**src/rtl/div_op_sequencer.sv**
```systemverilog
// Divider self-test initiator: issues a table of operand pairs over a start/valid
// handshake, checks quot*Y+rem==X and rem<Y, and keeps pass/fail/skip counts.
module div_op_sequencer #(
  parameter int WIDTH   = 4,
  parameter int NUM_OPS = 6,
  parameter int TIMEOUT = 2*WIDTH+8,
  localparam int AW = $clog2(NUM_OPS),
  localparam int CW = $clog2(NUM_OPS+1),
  localparam int TW = $clog2(TIMEOUT+1)
) (
  input  logic             clk,
  input  logic             rst,
  input  logic             wr_en,
  input  logic [AW-1:0]    wr_addr,
  input  logic [WIDTH-1:0] wr_x,
  input  logic [WIDTH-1:0] wr_y,
  input  logic             go,
  output logic             div_start,
  output logic [WIDTH-1:0] div_x,
  output logic [WIDTH-1:0] div_y,
  input  logic             div_valid,
  input  logic [WIDTH-1:0] div_quot,
  input  logic [WIDTH-1:0] div_rem,
  output logic             busy,
  output logic             done,
  output logic [CW-1:0]    pass_count,
  output logic [CW-1:0]    fail_count,
  output logic [CW-1:0]    skip_count,
  output logic [AW-1:0]    last_fail_idx,
  output logic             timeout_err,
  output logic [2:0]       dbg_state
);

  // Handshake: div_start is a single-cycle pulse with div_x/div_y valid in that
  // cycle and held until the next start; a result is accepted only on a 0->1
  // transition of div_valid seen after the start, so a level left high by the
  // previous operation never completes the new one.

  typedef enum logic [2:0] {
    S_IDLE  = 3'd0,
    S_ISSUE = 3'd1,
    S_WAIT  = 3'd2,
    S_CHECK = 3'd3,
    S_GAP   = 3'd4,
    S_DONE  = 3'd5
  } state_t;

  state_t state, state_nxt;

  logic [WIDTH-1:0] tab_x [NUM_OPS];
  logic [WIDTH-1:0] tab_y [NUM_OPS];

  logic [AW-1:0]    idx;
  logic [TW-1:0]    timer;
  logic             valid_q;
  logic [WIDTH-1:0] x_hold, y_hold, quot_q, rem_q;

  logic [WIDTH-1:0] cur_x, cur_y;
  logic             cur_skip, last_entry, valid_rise, timer_expired, result_ok;
  logic [2*WIDTH:0] prod, recon;

  assign cur_x         = tab_x[idx];
  assign cur_y         = tab_y[idx];
  assign cur_skip      = (cur_y == '0);
  assign last_entry    = (idx == AW'(NUM_OPS-1));
  assign valid_rise    = div_valid && !valid_q;
  assign timer_expired = (timer == TW'(TIMEOUT-1));

  // Reconstruction is done one bit wider than the product so the add cannot wrap.
  assign prod      = {{(WIDTH+1){1'b0}}, quot_q} * {{(WIDTH+1){1'b0}}, y_hold};
  assign recon     = prod + {{(WIDTH+1){1'b0}}, rem_q};
  assign result_ok = (recon == {{(WIDTH+1){1'b0}}, x_hold}) && (rem_q < y_hold);

  assign busy      = (state == S_ISSUE) || (state == S_WAIT) ||
                     (state == S_CHECK) || (state == S_GAP);
  assign done      = (state == S_DONE);
  assign dbg_state = state;
  assign div_x     = div_start ? cur_x : x_hold;
  assign div_y     = div_start ? cur_y : y_hold;

  // Table has no reset so contents survive rst.
  always_ff @(posedge clk) begin
    if (wr_en && !busy && (int'(wr_addr) < NUM_OPS)) begin
      tab_x[wr_addr] <= wr_x;
      tab_y[wr_addr] <= wr_y;
    end
  end

  always_ff @(posedge clk) begin
    if (rst) state <= S_IDLE;
    else     state <= state_nxt;
  end

  always_comb begin
    state_nxt = state;
    div_start = 1'b0;
    case (state)
      S_IDLE:  if (go) state_nxt = S_ISSUE;
      S_ISSUE: begin
        if (cur_skip) begin
          state_nxt = last_entry ? S_DONE : S_ISSUE;
        end else begin
          div_start = 1'b1;
          state_nxt = S_WAIT;
        end
      end
      S_WAIT: begin
        if (valid_rise)         state_nxt = S_CHECK;
        else if (timer_expired) state_nxt = S_DONE;
      end
      S_CHECK: state_nxt = S_GAP;
      S_GAP:   state_nxt = last_entry ? S_DONE : S_ISSUE;
      S_DONE:  state_nxt = S_IDLE;
      default: state_nxt = S_IDLE;
    endcase
  end

  always_ff @(posedge clk) begin
    if (rst) begin
      idx           <= '0;
      timer         <= '0;
      valid_q       <= 1'b0;
      x_hold        <= '0;
      y_hold        <= '0;
      quot_q        <= '0;
      rem_q         <= '0;
      pass_count    <= '0;
      fail_count    <= '0;
      skip_count    <= '0;
      last_fail_idx <= '0;
      timeout_err   <= 1'b0;
    end else begin
      valid_q <= div_valid;
      case (state)
        S_IDLE: begin
          if (go) begin
            idx           <= '0;
            pass_count    <= '0;
            fail_count    <= '0;
            skip_count    <= '0;
            last_fail_idx <= '0;
            timeout_err   <= 1'b0;
          end
        end
        S_ISSUE: begin
          if (cur_skip) begin
            if (skip_count != CW'(NUM_OPS)) skip_count <= skip_count + 1'b1;
            if (!last_entry) idx <= idx + 1'b1;
          end else begin
            x_hold <= cur_x;
            y_hold <= cur_y;
            timer  <= '0;
          end
        end
        S_WAIT: begin
          if (valid_rise) begin
            quot_q <= div_quot;
            rem_q  <= div_rem;
          end else if (timer_expired) begin
            timeout_err <= 1'b1;
          end else begin
            timer <= timer + 1'b1;
          end
        end
        S_CHECK: begin
          if (result_ok) begin
            if (pass_count != CW'(NUM_OPS)) pass_count <= pass_count + 1'b1;
          end else begin
            if (fail_count != CW'(NUM_OPS)) fail_count <= fail_count + 1'b1;
            last_fail_idx <= idx;
          end
        end
        S_GAP: begin
          if (!last_entry) idx <= idx + 1'b1;
        end
        default: ;
      endcase
    end
  end

endmodule

```
**config.mk**
```make
export PLATFORM = sky130hd
export DESIGN_NAME = div_op_sequencer
export DESIGN_NICKNAME = d
export VERILOG_FILES = /design/src/rtl/div_op_sequencer.sv
export SDC_FILE = /design/constraint.sdc
export NUM_CORES = 1
export LEC_CHECK = 0
export ABC_AREA = 1
export CAP_MARGIN = 40
export CORE_MARGIN = 1
export CORE_UTILIZATION = 55
export CTS_BUF_LIST = sky130_fd_sc_hd__clkbuf_16
export CTS_CLUSTER_SIZE = 20
export DETAILED_ROUTE_END_ITERATION = 6
export PLACE_DENSITY = 0.89
export SLEW_MARGIN = 10
export SYNTH_ARGS = -nofsm -noshare
export SYNTH_HDL_FRONTEND = slang
export SYNTH_SLANG_ARGS = --single-unit
```
**constraint.sdc**
```tcl
create_clock -name clk -period 5.23 [get_ports clk]
set_input_delay 1.046 -clock clk [delete_from_list [all_inputs] [get_ports clk]]
set_output_delay 1.046 -clock clk [all_outputs]
set_load 0.01 [all_outputs]
```
**Yosys cells after proc, flatten, opt, wreduce, memory -nomap -nowiden**

Memories as Yosys holds them, arrays and structs flattened. A register that Yosys moved wholly into a read port is not among the register bits.
Cells that the tools add are included.

- $add $sub $neg: 6
- $mul: 1
- Order comparisons: 2
- Equality and inequality tests: 23
- Muxes and demuxes: 39
- Bitwise logic cells: 1
- Reduce and logical (&&, ||, !) cells: 26

Operator list:

| kind | count |
|---|---|
| 3-bit two-way mux | 19 |
| 3-bit case mux with 2 select lines | 4 |
| 4-bit AND reduction | 5 |
| 2-bit inequality test (second input constant) | 8 |
| 5-bit two-way mux | 3 |
| 3-bit case mux with 5 select lines | 1 |
| 3-bit by 1-bit adder with 3-bit output (second input constant) | 4 |
| 3-bit inequality test (second input constant) | 4 |
| 5-bit case mux with 2 select lines | 1 |
| 8-bit by 4-bit adder with 9-bit output | 1 |
| 3-bit == test (second input constant) | 3 |
| 9-bit by 4-bit == test with 1-bit output | 1 |
| 3-bit case mux with 3 select lines | 1 |
| 4-bit by 4-bit multiplier with 8-bit output | 1 |
| 4-bit two-way mux | 2 |
| 2-bit nonzero test | 4 |
| 1-bit two-way mux | 7 |
| 3-bit by 2-bit == test with 1-bit output (second input constant) | 2 |
| 2-bit by 1-bit inequality test with 1-bit output (second input constant) | 3 |
| 2-bit AND reduction | 3 |
| 3-bit AND reduction | 2 |
| 5-bit by 1-bit adder with 5-bit output (second input constant) | 1 |
| 5-bit by 4-bit == test with 1-bit output (second input constant) | 1 |
| 1-bit logical AND | 4 |
| 10 further kinds | 13 |

- Bits in registers: 41
- RAM bits: 48
- Input bits: 24
- Output and inout port bits: 27
- Logic and storage cells: 113
- Memories kept: 2

Memory list:

| name | depth | width | rd ports | clocked after memory_dff | wr ports | RTL line | RTL |
|---|---|---|---|---|---|---|---|
| tab_x | 6 | 4 | 1 | 1 | 1 | 50 | `logic [WIDTH-1:0] tab_x [NUM_OPS];` |
| tab_y | 6 | 4 | 1 | 1 | 1 | 51 | `logic [WIDTH-1:0] tab_y [NUM_OPS];` |

**Logic depth before layout (Yosys ltp)**

Gate-level depths: netlist (run 1).

- Depth in word-level cells: 9
- Depth in mapped cells: 23
- Depth with buffers taken out: 23

**Worst setup path after synthesis (run 1)**

Ideal clock, no wire load.

- Kind: flip-flop to flip-flop
- Start: register y_hold[3]
- End: register fail_count[1]
- Setup time: 0.113 ns
- Arrival time: 3.279 ns
- Data required time: 5.117 ns
- Slack: 1.838 ns
- Stages on the path, launching flop included: 21
- Path buffers: 0
- Clock period less this slack: 3.392 ns
- Cells stage by stage: dfxtp_1 nand2_1 fa_1 fa_1 inv_1 fa_1 ha_1 inv_1 nand2_1 nand3_1 nand2_1 nor2_1 nand2_1 nor2_1 nand2_1 nand2_1 nand2_2 nand2_2 nand2_1 nand2_1 nor2_1

- Cells in the longest elaborated chain, start to end: 6
- Elaborated cells between the ends (all ways): 7
- Classes of those cells: 1 x add/sub; 1 x mul; 1 x order compare; 2 x eq/ne; 2 x reduce/logical

RTL lines:

| element | RTL line | RTL |
|---|---|---|
| start: declaration | 56 | `logic [WIDTH-1:0] x_hold, y_hold, quot_q, rem_q;` |
| start signal: assignment | 151 | `y_hold <= cur_y;` |
| 4-bit by 4-bit multiplier with 8-bit output | 70 | `assign prod = {{(WIDTH+1){1'b0}}, quot_q} * {{(WIDTH+1){1'b0}}, y_hold};` |
| 8-bit by 4-bit adder with 9-bit output | 71 | `assign recon = prod + {{(WIDTH+1){1'b0}}, rem_q};` |
| 9-bit by 4-bit == test with 1-bit output | 72 | `assign result_ok = (recon == {{(WIDTH+1){1'b0}}, x_hold}) && (rem_q < y_hold);` |
| 1-bit logical AND * | 72 |  |
| 2-bit inequality test (no line) * | -- |  |
| 4-bit AND reduction (no line) * | -- |  |
| end signal: assignment | 169 | `if (fail_count != CW'(NUM_OPS)) fail_count <= fail_count + 1'b1;` |
| end: declaration | 27 | `output logic [CW-1:0] fail_count,` |

Mark *: on every way between the ends. The rest lies on a longest branch, timed or not.
A chain may end at the register's enable or synchronous reset.

==> results.py, run 1 <==
metrics = {
    "run_status": {
        "outcome": "finished clean",
    },
    "yosys": {
        "synthesis.nets": 643,
        "syn_area_um2": 4900,
        "post_synth_mux_area_share": 0,
        "dominant_combinational_cell_family_by_area_after_synthesis": "simple AND/OR/NAND/NOR gates",
        "synthCells": 580,
        "post_synth_main_area_contributors": "edfxtp_1 (29%), dfxtp_1 (18%), nand2_1 (10%)",
        "synthDominantCellAreaShare": 0.294,
        "netlist.top_cell.by_area": "edfxtp_1",
        "synth_compound_gate_area_share": 0.0829,
        "synth-adder-area-share": 0.110,
        "average_footprint_of_a_synthesized_cell_um2": 8.45,
        "seq_area_frac_synth": 0.474,
        "post_synthesis_share_of_cell_area_spent_on_and_or_nand_and_nor_gates": 0.243,
        "synth_xor_area_frac": 0.0107,
        "netlist_cell_types": 41,
        "synth_seq_cells": 92,
        "yosysWarnings": 0,
    },
    "routing": {
        "detail_route.wl_per_cell_um": 14.1,
        "via_per_inst": 5.40,
        "drtPass1Iterations": 7,
        "vias": 4041,
        "antenna_violating_nets_post_route": 0,
        "routed_wl_mm": 10.5,
        "drc": 0,
        "dr_iter_0_viols": 309,
    },
    "sta": {
        "worst_slew_margin_rel": 0.467,
        "timing_hold_violations_final": 0,
        "least_margin_pin_slew_ns": 0.799,
        "final-setup-viol-count": 0,
        "setup_tns_ns": 0,
        "min_period_ns": 4.14,
        "achievable-frequency_mhz": 241,
        "final_period_util": 0.792,
        "number_of_max_slew_violations_in_the_final_report": 0,
        "rsz0062_at_grt": "false",
        "clock_skew_ns": 0.00734,
        "finalHoldWorstSlack_ns": 0.492,
    },
    "clock_tree": {
        "number_of_buffers_inserted_to_repair_setup_after_cts": 0,
        "postCtsHoldBufs": 0,
        "post_cts_resized": 0,
        "cts-root-to-sink-buffers": 2,
        "ctsHtreeMaxLevel": 3,
        "cts_tree": "built",
        "cts_buffers": 9,
        "worst_setup_hold_path_clk_slew_ns": 0.07,
        "clock_insertion_delay_worst_skew_ns": 0.35,
        "clock-root-buffer": "clkbuf_16",
        "clock_sinks": 92,
    },
    "grt": {
        "grt_pass1_vias": 3736,
        "wire_length_of_the_first_global_routing_pass_mm": 16.8,
        "grt_overflow_total": 0,
        "initial_antenna_violation_count": 0,
        "grt_util_all_layers": 0.241,
        "largest_net_degree_at_the_start_of_global_routing": 26,
    },
    "die": {
        "die_height_um": 96.4,
        "die_width_um": 96.4,
        "placeableCoreArea_um2": 8680,
        "initial_util": 0.565,
        "fp-row-count": 34,
        "floorplan.die_area_um2": 9300,
        "num_io_pins": 51,
    },
    "setup_path": {
        "worst_r2r_endpoint": "fail_count[2]",
        "critPathTopFamily": "flip-flops",
        "worst-path-max-fanout": 25,
        "timing_worst_setup_path_type": "flop to primary output",
        "timing.critical_path.buf_inv": 3,
        "crit_slowest_cell": "dfxtp_1",
        "crit_path_max_incr_delay_ns": 0.84,
        "reg2regPathDepth": 21,
        "r2r_slack_ns": 1.43,
        "start_kind": "flop",
        "timing.critical_path.to_type": "primary output",
        "rr_startpoint": "y_hold[3]",
        "worstPathCellList": "inv_4 > nand2_1 > nand3_1 > nand3_1 > o21ai_1 > nor2_1 > nand3_2 > nand2_4 > nand2_1 > o21ai_1 > inv_1 > clkdlybuf4s50_1",
        "arrival_ns": 3.10,
        "required_ns": 4.18,
    },
    "layout": {
        "diodes": 0,
        "area.growth.synth_to_final_pct": 18.2,
        "final_nets": 698,
        "layout-drive-gt1-share": 0.0813,
    },
    "power": {
        "peak_vdd_ir_v": 0.000232,
        "p_per_cell_area_nw_per_um2": 468,
        "leakagePower_uw": 0.00263,
    },
    "hold_path": {
        "worst_hold_path.num_cells": 2,
        "whs_endpoint": "rem_q[0]",
        "holdCritPathClass": "flop to flop",
        "timing.hold.worst.start": "rem_q[0]",
    },
    "placed_design": {
        "place_hpwl_mm": 7.46,
        "place.gp.congestion": 0.858,
        "port_buffers": 50,
    },
    "job": {
        "drv_cap": 0,
    },
}
## cell usage in the layout, fill, tap and decap left out, types with 11 or more instances in the layout
| cell type | n |
|---|---|
| nand2_1 | 137 |
| nor2_1 | 81 |
| inv_1 | 71 |
| clkdlybuf4s50_1 | 50 |
| edfxtp_1 | 48 |
| dfxtp_1 | 44 |
| ha_1 | 32 |
| o21ai_0 | 29 |
| nand3_1 | 25 |
| a21oi_1 | 18 |
| o21ai_1 | 11 |
## power by group
group          total (uW)  internal (uW)  switching (uW)
logic                1070            440             627
clock network         650            341             309
registers             996            877             119
total                2710           1660            1050
## worst min-delay path: stages, from the launching register on
cell and delay (ns):
dfxtp_1 0.32, inv_1 0.07, a21oi_1 0.06
## how the worst max path moves through the flow
stage | cells past startpoint | slack [ns] | from | to
global placement | 21 | 1.63 | quot_q[1] | fail_count[2]
CTS | 11 | 1.10 | flop | div_x[0]
detailed placement | 20 | 1.43 | y_hold[3] | fail_count[2]
global route | 11 | 0.78 | flop | div_x[1]
finish | 12 | 1.09 | flop | div_y[3]
floorplan | 20 | 1.84 | y_hold[3] | fail_count[1]
## layout make-up
cell class | instances | area [um^2]
Clock buffer | 9 | 225
Clock inverter | 7 | 71.3
Fill cell | 670 | 2880
Inverter | 80 | 305
Multi-Input combinational cell | 396 | 2200
Sequential cell | 92 | 2320
Tap cell | 108 | 135
Timing Repair Buffer | 56 | 538
## registers in the layout, indices dropped and copies added, names as in the netlist, 3 cells and up, named ones only
register,cells
tab_x,24
rem_q,4
dbg_state,3
pass_count,3
last_fail_idx,3
fail_count,3
idx,3
timer,5
tab_y,24
y_hold,4
x_hold,4
skip_count,3
quot_q,4
## kinds of logic after synthesis
family | after synthesis
AND/OR/NAND/NOR | 279
AO/OA/AOI/OAI | 72
XOR/XNOR | 6
flip-flops | 92
adder cells (fa/ha/maj) | 39
buffers and inverters | 92
## synthesized netlist by cell type (all sizes together)
cell type and count:
ha 32, and2 4, a21oi 18, or2 2, nor2 85, dfxtp 44, buf 8, xnor2 3
xor2 3, and3 1, edfxtp 48, nor3b 1, nand4 5, o211ai 3, nor3 11, nand3 26
o21ai 44, clkbuf 4, a311oi 1, o22ai 4, nand3b 1, a21boi 1, fa 7, o21a 1
inv 80, nand2 143
## through the flow
stage          instance area (um^2)  power [uW]  setup WS (ns)   util  instances
6_report                       5790        2710           1.09  0.668        748
5_1_grt                        5790        2890          0.782  0.668        748
4_1_cts                        5790        2710           1.10  0.668        748
3_5_place_dp                   5500        2050           1.43  0.634        732
3_3_place_gp                   5470        2000           1.63  0.630        728
2_1_floorplan                  4900        1670           1.84      -        580
## metal layers
metal / up-vias / part of all wire / global-route usage
met4: 0 / 0.015 / 0.0784
met3: 18 / 0.059 / 0.0501
met1: 1900 / 0.42 / 0.295
met2: 135 / 0.50 / 0.423
li1: 1988 / - / -
met5: - / 0 / 0
Power figures use the tool's default switching activity.
==> run 2, diff against run 1 <==
clock period = 4.26 ns   (was 5.23 ns; I/O delays follow)
==> results.py, run 2 (synthesized netlist as in run 1, its figures left out) <==
metrics = {
    "sta": {
        "timing_hold_violations_final": 0,
        "achievable-frequency_mhz": 260,
        "layout_setup_ws_ns": 0.419,
        "worst_slew_margin_rel": 0.525,
        "final_period_util": 0.902,
        "clock_skew_ns": 0.00816,
        "rsz0062_at_grt": "false",
        "least_margin_pin_slew_ns": 0.712,
        "min_period_ns": 3.84,
        "number_of_max_slew_violations_in_the_final_report": 0,
        "final-setup-viol-count": 0,
        "setup_tns_ns": 0,
        "finalHoldWorstSlack_ns": 0.495,
    },
    "clock_tree": {
        "postCtsHoldBufs": 0,
        "clock_sinks": 92,
        "number_of_buffers_inserted_to_repair_setup_after_cts": 0,
        "ctsHtreeMaxLevel": 3,
        "cts-root-to-sink-buffers": 2,
        "clock-root-buffer": "clkbuf_16",
        "post_cts_resized": 0,
        "worst_setup_hold_path_clk_slew_ns": 0.07,
        "clock_insertion_delay_worst_skew_ns": 0.35,
        "cts_tree": "built",
        "cts_buffers": 9,
    },
    "setup_path": {
        "r2r_slack_ns": 0.42,
        "timing.critical_path.buf_inv": 2,
        "critical-path-top-cell-by-count": "nand2_1",
        "timing_worst_setup_path_type": "flop to flop",
        "crit_slowest_cell": "fa_1",
        "critPathTopFamily": "adder cells",
        "worst-path-max-fanout": 9,
        "required_ns": 4.50,
        "arrival_ns": 4.08,
        "start_kind": "flop",
        "worstPathCellList": "nand2_1 > fa_1 > fa_1 > inv_1 > fa_1 > ha_1 > inv_1 > nand2_1 > nand3_1 > nand2_1 > nand2_1 > nor2_1 > nand2_1 > nor2_1 > nand2_1 > nand2_1 > nand2_2 > nand2_2 > nand2_1 > nand2_1 > nor2_1",
        "crit_path_max_incr_delay_ns": 0.55,
        "timing.critical_path.to_type": "flop",
    },
    "routing": {
        "via_per_inst": 5.41,
        "dr_iter_0_viols": 285,
        "drc": 0,
        "vias": 4059,
        "detail_route.wl_per_cell_um": 14.7,
        "drtPass1Iterations": 5,
        "antenna_violating_nets_post_route": 0,
        "routed_wl_mm": 11.0,
    },
    "power": {
        "power_frac_comb": 0.398,
        "internal_power_uw": 2030,
        "p_per_cell_area_nw_per_um2": 572,
        "clkPwrFrac": 0.235,
        "power_frac_seq": 0.366,
        "switching_share": 0.388,
        "peak_vdd_ir_v": 0.000249,
        "power.switching_uw": 1290,
        "leakagePower_uw": 0.00263,
    },
    "placed_design": {
        "placement.setup.worst_slack_ns": 0.442,
        "port_buffers": 50,
        "place.gp.congestion": 0.927,
        "place_hpwl_mm": 7.90,
    },
    "die": {
        "num_io_pins": 51,
        "floorplan.die_area_um2": 9300,
        "fp-row-count": 34,
        "placeableCoreArea_um2": 8680,
        "die_height_um": 96.4,
        "initial_util": 0.565,
        "die_width_um": 96.4,
    },
    "layout": {
        "filler_cell_count": 678,
        "final_nets": 700,
        "most-common-layout-cells": "nand2_1 (137), nor2_1 (81), inv_1 (71)",
        "area.growth.synth_to_final_pct": 18.4,
        "layout-drive-gt1-share": 0.0826,
        "final_common_cell": "nand2_1",
        "reg_top3": "tab_x: 24 flops, tab_y: 24 flops, timer: 5 flops",
        "diodes": 0,
    },
    "run_status": {
        "outcome": "finished clean",
    },
    "grt": {
        "initial_antenna_violation_count": 0,
        "grt_pass1_vias": 3855,
        "largest_net_degree_at_the_start_of_global_routing": 25,
        "wire_length_of_the_first_global_routing_pass_mm": 17.1,
        "grt_overflow_total": 0,
        "grt_util_all_layers": 0.248,
    },
    "job": {
        "drv_cap": 0,
    },
    "hold_path": {
        "holdCritPathClass": "flop to flop",
    },
}
## run 2: changes by cell type in the layout (fill, tap and decap cells not counted), sizes merged
cell,delta
clkinv,+3
buf,+2
inv,-3
## run 2: stage by stage
| stage | total power [uW] | utilization | instances | instance area (um^2) |
|---|---|---|---|---|
| 2_1_floorplan | 2050 | - | 580 | 4900 |
| 3_3_place_gp | 2460 | 0.634 | 732 | 5500 |
| 3_5_place_dp | 2540 | 0.635 | 734 | 5510 |
| 4_1_cts | 3320 | 0.669 | 750 | 5800 |
| 5_1_grt | 3530 | 0.669 | 750 | 5800 |
| 6_report | 3320 | 0.669 | 750 | 5800 |
## run 2: final timing paths
check | endpoint | cells after the start | start
setup reg to reg | fail_count[2] | 21 | y_hold[3]
hold reg to reg | timeout_err | 2 | timeout_err
setup / recovery | fail_count[2] | 21 | y_hold[3]
hold / removal | timeout_err | 2 | timeout_err
## run 2: cell type report
| cell class | instances | area (um^2) | share of cell area |
|---|---|---|---|
| clock inverter | 7 | 66.3 | 0.0114 |
| timing repair buffer | 58 | 558 | 0.0961 |
| sequential | 92 | 2320 | 0.400 |
| inverter | 80 | 305 | 0.0526 |
| multi-input combinational | 396 | 2190 | 0.378 |
| tap | 108 | 135 | 0.0233 |
| clock buffer | 9 | 225 | 0.0388 |
## run 2: worst min-delay path: cells and delay by family (launching register included)
kind | cells | cell delay (ns)
and+or+nand+nor | 2 | 0.14
DFF | 1 | 0.33
## run 2: power by group through the flow
stage	Clock [uW]	Sequential, uW	Combinational (uW)
CTS	788	1210	1320
global route	821	1230	1480
global placement	0	1220	1240
finish	782	1220	1320
floorplan	0	1230	823
detailed placement	0	1230	1300
## run 2: per-layer routing
metal	wire length (um)	vias to the layer above	track usage
met4	296	0	0.126
li1	-	1993	-
met3	588	26	0.0407
met5	0	-	0
met2	5720	144	0.433
met1	4400	1896	0.294
==> run 3, diff against run 2 <==
--- a/config.mk
+++ b/config.mk
@@ -14,3 +14,3 @@
 export DETAILED_ROUTE_END_ITERATION = 6
-export PLACE_DENSITY = 0.89
+export PLACE_DENSITY = 0.78
 export SLEW_MARGIN = 10
==> constraint.sdc (replaced) <==
create_clock -name clk -period 4.26 [get_ports clk]
set_input_delay 0.639 -clock clk [delete_from_list [all_inputs] [get_ports clk]]
set_output_delay 0.639 -clock clk [all_outputs]
set_load 0.01 [all_outputs]
==> results.py, run 3 (synthesized netlist as in run 1, its figures left out) <==
metrics = {
    "die": {
        "num_io_pins": 51,
        "initial_util": 0.565,
        "die_height_um": 96.4,
        "placeableCoreArea_um2": 8680,
        "fp-row-count": 34,
        "die_width_um": 96.4,
        "floorplan.die_area_um2": 9300,
    },
    "grt": {
        "grt_pass1_vias": 3852,
        "grt_util_all_layers": 0.243,
        "wire_length_of_the_first_global_routing_pass_mm": 17.3,
        "grt_overflow_total": 0,
        "largest_net_degree_at_the_start_of_global_routing": 25,
        "initial_antenna_violation_count": 0,
    },
    "setup_path": {
        "reg2regPathDepth": 21,
        "required_ns": 4.50,
        "worst-path-max-fanout": 9,
        "arrival_ns": 4.02,
        "worst_r2r_endpoint": "fail_count[2]",
        "rr_startpoint": "y_hold[3]",
        "r2r_slack_ns": 0.47,
        "timing_worst_setup_path_type": "flop to flop",
        "start_kind": "flop",
        "timing.critical_path.to_type": "flop",
    },
    "clock_tree": {
        "cts-root-to-sink-buffers": 2,
        "post_cts_resized": 0,
        "cts_tree": "built",
        "number_of_buffers_inserted_to_repair_setup_after_cts": 0,
        "clock_insertion_delay_worst_skew_ns": 0.34,
        "ctsHtreeMaxLevel": 3,
        "cts_buffers": 9,
        "clock_sinks": 92,
        "postCtsHoldBufs": 0,
        "clock-root-buffer": "clkbuf_16",
        "worst_setup_hold_path_clk_slew_ns": 0.07,
    },
    "layout": {
        "final_core_utilization": 0.672,
        "final_common_cell": "nand2_1",
        "filler_cell_count": 716,
        "most-common-layout-cells": "nand2_1 (137), nor2_1 (81), inv_1 (71)",
        "reg_top3": "tab_x: 24 flops, tab_y: 24 flops, timer: 5 flops",
        "area.growth.synth_to_final_pct": 18.9,
        "final_nets": 700,
        "diodes": 0,
        "layout-drive-gt1-share": 0.0826,
    },
    "routing": {
        "dr_iter_0_viols": 162,
        "drc": 0,
        "antenna_violating_nets_post_route": 0,
        "vias": 3953,
        "drtPass1Iterations": 4,
        "detail_route.wl_per_cell_um": 13.8,
        "routed_wl_mm": 10.4,
        "via_per_inst": 5.27,
    },
    "placed_design": {
        "place_hpwl_mm": 7.51,
        "port_buffers": 50,
        "place.gp.congestion": 0.844,
    },
    "sta": {
        "final_period_util": 0.889,
        "least_margin_pin_slew_ns": 0.741,
        "final-setup-viol-count": 0,
        "number_of_max_slew_violations_in_the_final_report": 0,
        "worst_slew_margin_rel": 0.506,
        "rsz0062_at_grt": "false",
        "clock_skew_ns": 0.00603,
        "timing_hold_violations_final": 0,
        "achievable-frequency_mhz": 264,
        "min_period_ns": 3.79,
        "setup_tns_ns": 0,
    },
    "job": {
        "drv_cap": 0,
    },
    "hold_path": {
        "whs_endpoint": "rem_q[0]",
        "worst_hold_path.num_cells": 2,
        "holdCritPathClass": "flop to flop",
        "timing.hold.worst.start": "rem_q[0]",
    },
    "power": {
        "peak_vdd_ir_v": 0.000334,
        "leakagePower_uw": 0.00264,
        "p_per_cell_area_nw_per_um2": 574,
    },
    "run_status": {
        "outcome": "finished clean",
    },
}
-- run 3: cell types whose count changed in the layout (fill, tap and decap cells not counted), sizes merged --
cell / delta
bufinv: +1
clkinv: -1
-- run 3: metrics by stage --
stage / area, um^2 / total power, uW / hold slack, ns / setup WS, ns / std cells
2_1_floorplan: 4900 / 2050 / 0.447 / 0.868 / 580
3_3_place_gp: 5500 / 2470 / 0.466 / 0.643 / 732
3_5_place_dp: 5520 / 2520 / 0.474 / 0.508 / 734
4_1_cts: 5830 / 3360 / 0.486 / 0.486 / 750
5_1_grt: 5830 / 3590 / 0.514 / 0.0884 / 750
6_report: 5830 / 3350 / 0.486 / 0.472 / 750
-- run 3: worst max-delay path, cell delays in order (launching register included) --
cell	delay [ns]
dfxtp_1	0.40
nand2_1	0.10
fa_1	0.51
fa_1	0.54
inv_1	0.06
fa_1	0.46
ha_1	0.39
inv_1	0.11
nand2_1	0.07
nand3_1	0.08
nand2_1	0.06
nand2_1	0.05
nor2_1	0.09
nand2_1	0.05
nor2_1	0.10
nand2_1	0.10
nand2_1	0.10
nand2_2	0.13
nand2_2	0.12
nand2_1	0.06
nand2_1	0.05
nor2_1	0.05
-- run 3: layout make-up --
type                            instances  area, um^2  area share
Multi-Input combinational cell        396        2190       0.376
Timing Repair Buffer                   58         561      0.0961
Clock buffer                            9         225      0.0386
Inverter                               80         305      0.0524
Sequential cell                        92        2320       0.398
Clock inverter                          7        90.1      0.0155
Tap cell                              108         135      0.0232
-- run 3: how the worst max path moves through the flow --
stage,start,endpoint,slack (ns),cells past startpoint
after floorplan,y_hold[3],fail_count[1],0.87,20
after global placement,y_hold[3],fail_count[1],0.64,21
after detailed placement,quot_q[0],fail_count[2],0.51,21
after CTS,quot_q[0],fail_count[2],0.49,21
after global routing,quot_q[0],fail_count[1],0.09,21
final,y_hold[3],fail_count[2],0.47,21
-- run 3: power breakdown --
part	switching, uW	total, uW	internal (uW)
Sequential	134	1210	1080
Clock	363	835	471
Combinational	757	1300	544
-- run 3: metal layers --
layer | vias up | track usage | routed length [um]
met3 | 15 | 0.0548 | 449
met2 | 93 | 0.433 | 5320
met4 | 0 | 0.0784 | 153
li1 | 1992 | - | -
met5 | - | 0 | 0
met1 | 1853 | 0.292 | 4450
